===== src/rtl/cache_mem_arbiter_if.sv =====
// Bundles the icache, dcache and RAM port signals of the cache/memory arbiter.
// The slave modport is the arbiter's view; master is the environment (caches + RAM).
interface cache_mem_arbiter_if #(
    parameter int ADDR_W = 32,
    parameter int DATA_W = 32
);
    logic              iREN;
    logic [ADDR_W-1:0] iaddr;
    logic              iwait;
    logic [DATA_W-1:0] iload;
    logic              dREN;
    logic              dWEN;
    logic [ADDR_W-1:0] daddr;
    logic [DATA_W-1:0] dstore;
    logic              dwait;
    logic [DATA_W-1:0] dload;
    logic              ramREN;
    logic              ramWEN;
    logic [ADDR_W-1:0] ramaddr;
    logic [DATA_W-1:0] ramstore;
    logic [DATA_W-1:0] ramload;
    logic [1:0]        ramstate;
    logic              err;

    modport slave (
        input  iREN, iaddr, dREN, dWEN, daddr, dstore, ramload, ramstate,
        output iwait, iload, dwait, dload, ramREN, ramWEN, ramaddr, ramstore, err
    );

    modport master (
        output iREN, iaddr, dREN, dWEN, daddr, dstore, ramload, ramstate,
        input  iwait, iload, dwait, dload, ramREN, ramWEN, ramaddr, ramstore, err
    );
endinterface


===== src/rtl/cache_mem_arbiter.sv =====
// Shares one RAM port between icache and dcache: data side wins by default, a
// starvation counter forces an instruction grant after STARVE_LIMIT data grants.
module cache_mem_arbiter #(
    parameter int ADDR_W       = 32,
    parameter int DATA_W       = 32,
    parameter int STARVE_LIMIT = 4
) (
    input logic                 CLK,
    input logic                 RST,
    cache_mem_arbiter_if.slave  bus
);
    localparam logic [1:0] RAM_ACCESS = 2'd2;
    localparam logic [1:0] RAM_ERROR  = 2'd3;
    localparam logic [3:0] LIMIT      = 4'(STARVE_LIMIT);

    typedef enum logic [1:0] {
        IDLE   = 2'd0,
        IGRANT = 2'd1,
        DGRANT = 2'd2
    } state_t;

    state_t     state_q, state_d;
    logic [3:0] starve_q, starve_d;
    logic       dreq;

    always_ff @(posedge CLK or posedge RST) begin
        if (RST) begin
            state_q  <= IDLE;
            starve_q <= 4'd0;
        end else begin
            state_q  <= state_d;
            starve_q <= starve_d;
        end
    end

    assign bus.iload = bus.ramload;
    assign bus.dload = bus.ramload;
    assign dreq      = bus.dREN | bus.dWEN;

    // Outputs decode from the registered state, so an async reset drops the
    // RAM enables the moment it is asserted.
    always_comb begin
        state_d      = state_q;
        starve_d     = starve_q;
        bus.ramREN   = 1'b0;
        bus.ramWEN   = 1'b0;
        bus.ramaddr  = {ADDR_W{1'b0}};
        bus.ramstore = {DATA_W{1'b0}};
        bus.iwait    = 1'b1;
        bus.dwait    = 1'b1;
        bus.err      = 1'b0;

        case (state_q)
            IDLE: begin
                if (!bus.iREN) begin
                    starve_d = 4'd0;
                end
                if (dreq && bus.iREN && starve_q == LIMIT) begin
                    state_d  = IGRANT;
                    starve_d = 4'd0;
                end else if (dreq) begin
                    state_d = DGRANT;
                    if (bus.iREN && starve_q < LIMIT) begin
                        starve_d = starve_q + 4'd1;
                    end
                end else if (bus.iREN) begin
                    state_d  = IGRANT;
                    starve_d = 4'd0;
                end
            end

            IGRANT: begin
                bus.ramREN  = bus.iREN;
                bus.ramaddr = bus.iaddr;
                // Completion wins over a same-cycle withdrawal.
                if (bus.ramstate == RAM_ACCESS) begin
                    bus.iwait = 1'b0;
                    state_d   = IDLE;
                end else if (bus.ramstate == RAM_ERROR) begin
                    bus.err = 1'b1;
                    state_d = IDLE;
                end else if (!bus.iREN) begin
                    state_d = IDLE;
                end
            end

            DGRANT: begin
                bus.ramaddr  = bus.daddr;
                bus.ramstore = bus.dstore;
                bus.ramWEN   = bus.dWEN;
                bus.ramREN   = bus.dREN & ~bus.dWEN;
                if (bus.ramstate == RAM_ACCESS) begin
                    bus.dwait = 1'b0;
                    state_d   = IDLE;
                end else if (bus.ramstate == RAM_ERROR) begin
                    bus.err = 1'b1;
                    state_d = IDLE;
                end else if (!dreq) begin
                    state_d = IDLE;
                end
            end

            default: state_d = IDLE;
        endcase
    end
endmodule


===== src/flat_wrapper.sv =====
// flat-port wrapper written by rule: the top's interface ports become plain ports
module cache_mem_arbiter_flat 
#(
    parameter int ADDR_W       = 32,
    parameter int DATA_W       = 32,
    parameter int STARVE_LIMIT = 4
)
  (CLK, RST, bus_iREN, bus_iaddr, bus_dREN, bus_dWEN, bus_daddr, bus_dstore, bus_ramload, bus_ramstate, bus_iwait, bus_iload, bus_dwait, bus_dload, bus_ramREN, bus_ramWEN, bus_ramaddr, bus_ramstore, bus_err);
  cache_mem_arbiter_if #(.ADDR_W(ADDR_W), .DATA_W(DATA_W)) bus_i ();
  input logic CLK;
  input logic RST;
  input wire logic [$bits(bus_i.iREN)-1:0] bus_iREN;
  input wire logic [$bits(bus_i.iaddr)-1:0] bus_iaddr;
  input wire logic [$bits(bus_i.dREN)-1:0] bus_dREN;
  input wire logic [$bits(bus_i.dWEN)-1:0] bus_dWEN;
  input wire logic [$bits(bus_i.daddr)-1:0] bus_daddr;
  input wire logic [$bits(bus_i.dstore)-1:0] bus_dstore;
  input wire logic [$bits(bus_i.ramload)-1:0] bus_ramload;
  input wire logic [$bits(bus_i.ramstate)-1:0] bus_ramstate;
  output wire logic [$bits(bus_i.iwait)-1:0] bus_iwait;
  output wire logic [$bits(bus_i.iload)-1:0] bus_iload;
  output wire logic [$bits(bus_i.dwait)-1:0] bus_dwait;
  output wire logic [$bits(bus_i.dload)-1:0] bus_dload;
  output wire logic [$bits(bus_i.ramREN)-1:0] bus_ramREN;
  output wire logic [$bits(bus_i.ramWEN)-1:0] bus_ramWEN;
  output wire logic [$bits(bus_i.ramaddr)-1:0] bus_ramaddr;
  output wire logic [$bits(bus_i.ramstore)-1:0] bus_ramstore;
  output wire logic [$bits(bus_i.err)-1:0] bus_err;
  assign bus_i.iREN = bus_iREN;
  assign bus_i.iaddr = bus_iaddr;
  assign bus_i.dREN = bus_dREN;
  assign bus_i.dWEN = bus_dWEN;
  assign bus_i.daddr = bus_daddr;
  assign bus_i.dstore = bus_dstore;
  assign bus_i.ramload = bus_ramload;
  assign bus_i.ramstate = bus_ramstate;
  assign bus_iwait = bus_i.iwait;
  assign bus_iload = bus_i.iload;
  assign bus_dwait = bus_i.dwait;
  assign bus_dload = bus_i.dload;
  assign bus_ramREN = bus_i.ramREN;
  assign bus_ramWEN = bus_i.ramWEN;
  assign bus_ramaddr = bus_i.ramaddr;
  assign bus_ramstore = bus_i.ramstore;
  assign bus_err = bus_i.err;
  cache_mem_arbiter #(.ADDR_W(ADDR_W), .DATA_W(DATA_W), .STARVE_LIMIT(STARVE_LIMIT)) u_core (.CLK(CLK), .RST(RST), .bus(bus_i));
endmodule

===== config.mk =====
export PLATFORM = sky130hd
export DESIGN_NAME = cache_mem_arbiter_flat
export DESIGN_NICKNAME = d
export VERILOG_FILES = /design/src/rtl/cache_mem_arbiter_if.sv /design/src/rtl/cache_mem_arbiter.sv /design/src/flat_wrapper.sv
export SDC_FILE = /design/constraint.sdc
export NUM_CORES = 1
export LEC_CHECK = 0
export CORE_AREA = 3 3 104 106
export CTS_CLUSTER_DIAMETER = 200
export CTS_CLUSTER_SIZE = 8
export DETAILED_ROUTE_END_ITERATION = 16
export DIE_AREA = 0 0 107 109
export PLACE_DENSITY = 0.63
export SYNTH_ARGS = -nofsm -noshare
export SYNTH_HDL_FRONTEND = slang
export SYNTH_SLANG_ARGS = --single-unit

===== constraint.sdc =====
create_clock -name CLK -period 2.3 [get_ports CLK]
set_input_delay 0.575 -clock CLK [delete_from_list [all_inputs] [get_ports CLK]]
set_output_delay 0.575 -clock CLK [all_outputs]
set_load 0.02 [all_outputs]

==> run_results.csv <==
group,metric,value,unit
clocking,root_buffer,"clkbuf_8",
power,peakVddDrop,0.519,mV
grt,grt-busiest-layer,"met2",
worst_setup_path,cp_top_family,"buffers and inverters",
clocking,clock_path_buffers,2,
final_layout,layout_commonest_cell,"clkdlybuf4s50_1",
sta,finalSetupViolCount,0,
drt,postRouteAntennaNets,0,
clocking,cts.reportedPaths.clkPinSlew,30,ps
drt,dr_total_vias,1885,
grt,grt_max_degree,43,
floorplan,fp.dieW,107,um
sta,period_share,98.7,%
power,p_total,0.00262,W
placement,gp_congestion,0.766,
clocking,worstSkewPairLatency,220,ps
power,leakagePower,1.28,nW
run_status,status,"completed",
logic_synthesis,synth_warnings,0,
worst_setup_path,cp_cell_sequence,"buf_4 > ha_4 > buf_12 > a22oi_1 > nor2b_1 > clkdlybuf4s15_2",
logic_synthesis,yosys-top-cells-area,"buf_4 (30%), a22oi_1 (15%), nor2b_1 (13%)",
worst_setup_path,critical-path-max-stage-delay,400,ps
placement,portBuffers,171,
sta,rsz0062_at_grt,"yes",
sta,setup_tns,0,ps
sta,fmax,0.441,GHz
placement,dpl_worst_slack,-267,ps
floorplan,dieArea,0.0117,mm2
clocking,htreeDepth,1,
logic_synthesis,synth_top_cell_by_area,"buf_4",
floorplan,boundaryPins,268,
logic_synthesis,synth_top_area_share,29.9,%
power,power_density,835,mW/mm2
final_layout,drive_gt1_share,19.3,%
grt,antenna_found_initial,0,
final_layout,fill_cells,1056,
final_layout,final_cell_mix,"clkdlybuf4s50_1 (102), dlygate4sd2_1 (35), nor2b_1 (33), and2_1 (33), a22oi_1 (28)",
drt,wl,6.86,mm
worst_setup_path,critPathSlowestCell,"dfrtp_1",
drt,drtPass1Iterations,4,
worst_setup_path,path_class,"reg2out",
clocking,cts_tree,"yes",
sta,setup_ws,30.1,ps
final_layout,nNetsFinal,473,
worst_setup_path,critPathRequiredTime,1730,ps
worst_setup_path,start_kind,"flop",
sta,finalHoldViolCount,0,
logic_synthesis,ys_ff_latch,6,
worst_setup_path,crit_arrival,1690,ps
drt,avgRoutedWirePerCell,14.8,um
grt,grt_usage,10.3,%
grt,grt_pass1_wl,9.49,mm
worst_setup_path,path_max_fanout,21,
worst_setup_path,cp-end-kind,"output port",
drt,drcViolationCount,0,
floorplan,core-area,0.00986,mm2
final_layout,syn_to_final_growth,95.0,%
flow_run,maxCapViolations,0,
grt,met2_usage,19.4,%
sta,tightest_slew,314,ps
floorplan,die_y,109,um
grt,gr-usage-met1,10.5,%
clocking,cts.sinks,6,
drt,viasPerCell,4.06,
floorplan,start_util,16.3,%
grt,grtUsageMet3,4.32,%
logic_synthesis,synth_cell_types,26,
sta,slew_violations,0,
logic_synthesis,syn_nets,360,
hold_path,hp-class,"reg2reg",
sta,maxSlewHeadroom,79.0,%
final_layout,diodes,0,
worst_setup_path,worst-path-buf-inv,3,
floorplan,rows,36,
logic_synthesis,ys_seq_area_share,9.33,%
grt,grt_remaining_overflow,0,
logic_synthesis,syn_inst,220,
logic_synthesis,avgSynthCellArea,7.31,um2
clocking,numCtsBuffers,3,
placement,dp_hpwl,5.65,mm
logic_synthesis,syn_area,0.00161,mm2
drt,dr.first_iter.drc_count,50,
sta,hold_ws,527,ps
sta,fin_skew,1.73,ps
grt,grt_pass1_vias,1834,
sta,period_minus_slack,2270,ps
[Yosys cell counts (all sizes together)]
cell type	number
o21ai	4
inv	6
nand2	5
and3	1
a21oi	4
a22o	1
dfrtp	6
buf	66
nor2b	34
nand3b	1
mux2	1
clkbuf	12
nor3b	1
a32o	1
o32ai	1
a211oi	1
ha	5
a21boi	2
nor2	1
and2	33
mux2i	1
nor4b	1
a22oi	32
[sequential cells by signal, indices dropped and copies added, names as in the netlist]
signal	flops
u_core.starve_q	4
u_core.state_q	2
[repair_timing]
item                       in CTS  in global routing
resized for setup             122                 32
buffers inserted                0                  3
hold buffers                    0                  0
gates cloned                    0                  1
setup endpoints to repair      69                 59
[per-layer routing]
metal	vias to the layer above	wire length [um]
met2	132	3480
met3	15	845
met5	-	0
met1	842	2420
met4	0	116
li1	896	-
[path summary, 6_finish.rpt]
| path | startpoint | slack [ps] | cells past startpoint | end |
|---|---|---|---|---|
| worst max register to register | u_core.state_q[0] | 660 | 7 | u_core.state_q[1] |
| worst min-delay path | u_core.starve_q[1] | 530 | 1 | u_core.starve_q[1] |
| worst max-delay path | u_core.state_q[1] | 30 | 6 | bus_ramaddr[9] |
| min in group asynchronous | RST | 560 | 2 | u_core.starve_q[2] |
| worst min register to register | u_core.starve_q[1] | 530 | 1 | u_core.starve_q[1] |
| max in group asynchronous | RST | 1550 | 2 | u_core.starve_q[0] |
[per-stage QoR]
step / instance area, um2 / utilization, % / std cells
floorplan: 1610 / - / 220
finish: 3140 / 31.8 / 464
global route: 3140 / 31.8 / 464
global placement: 3060 / 31.0 / 457
CTS: 3090 / 31.3 / 460
detailed placement: 3060 / 31.0 / 457
[power breakdown]
part | internal (W) | switching, W
registers | 0.000136 | 0.0000245
logic | 0.00112 | 0.00118
clock network | 0.000112 | 0.0000424
[cell families (layout without fill, tap and decap cells)]
| group | count (synthesis) | in the layout | synth area share [%] |
|---|---|---|---|
| simple gates | 77 | 77 | 29.7 |
| buf+inv | 84 | 195 | 34.7 |
| flops | 6 | 6 | 9.33 |
| mux | 2 | 2 | 1.32 |
| fa+ha+maj | 5 | 5 | 3.89 |
| compound gates | 46 | 46 | 21.1 |
[area by class of cell]
type                            instances  area, um2  area share [%]
Clock buffer                            3       41.3            1.32
Inverter                                6       22.5           0.718
Multi-Input combinational cell        130        961            30.6
Sequential cell                         6        150            4.78
Tap cell                              133        166            5.30
Timing Repair Buffer                  186       1800            57.3
No activity file was read; power rests on OpenSTA's default activity.
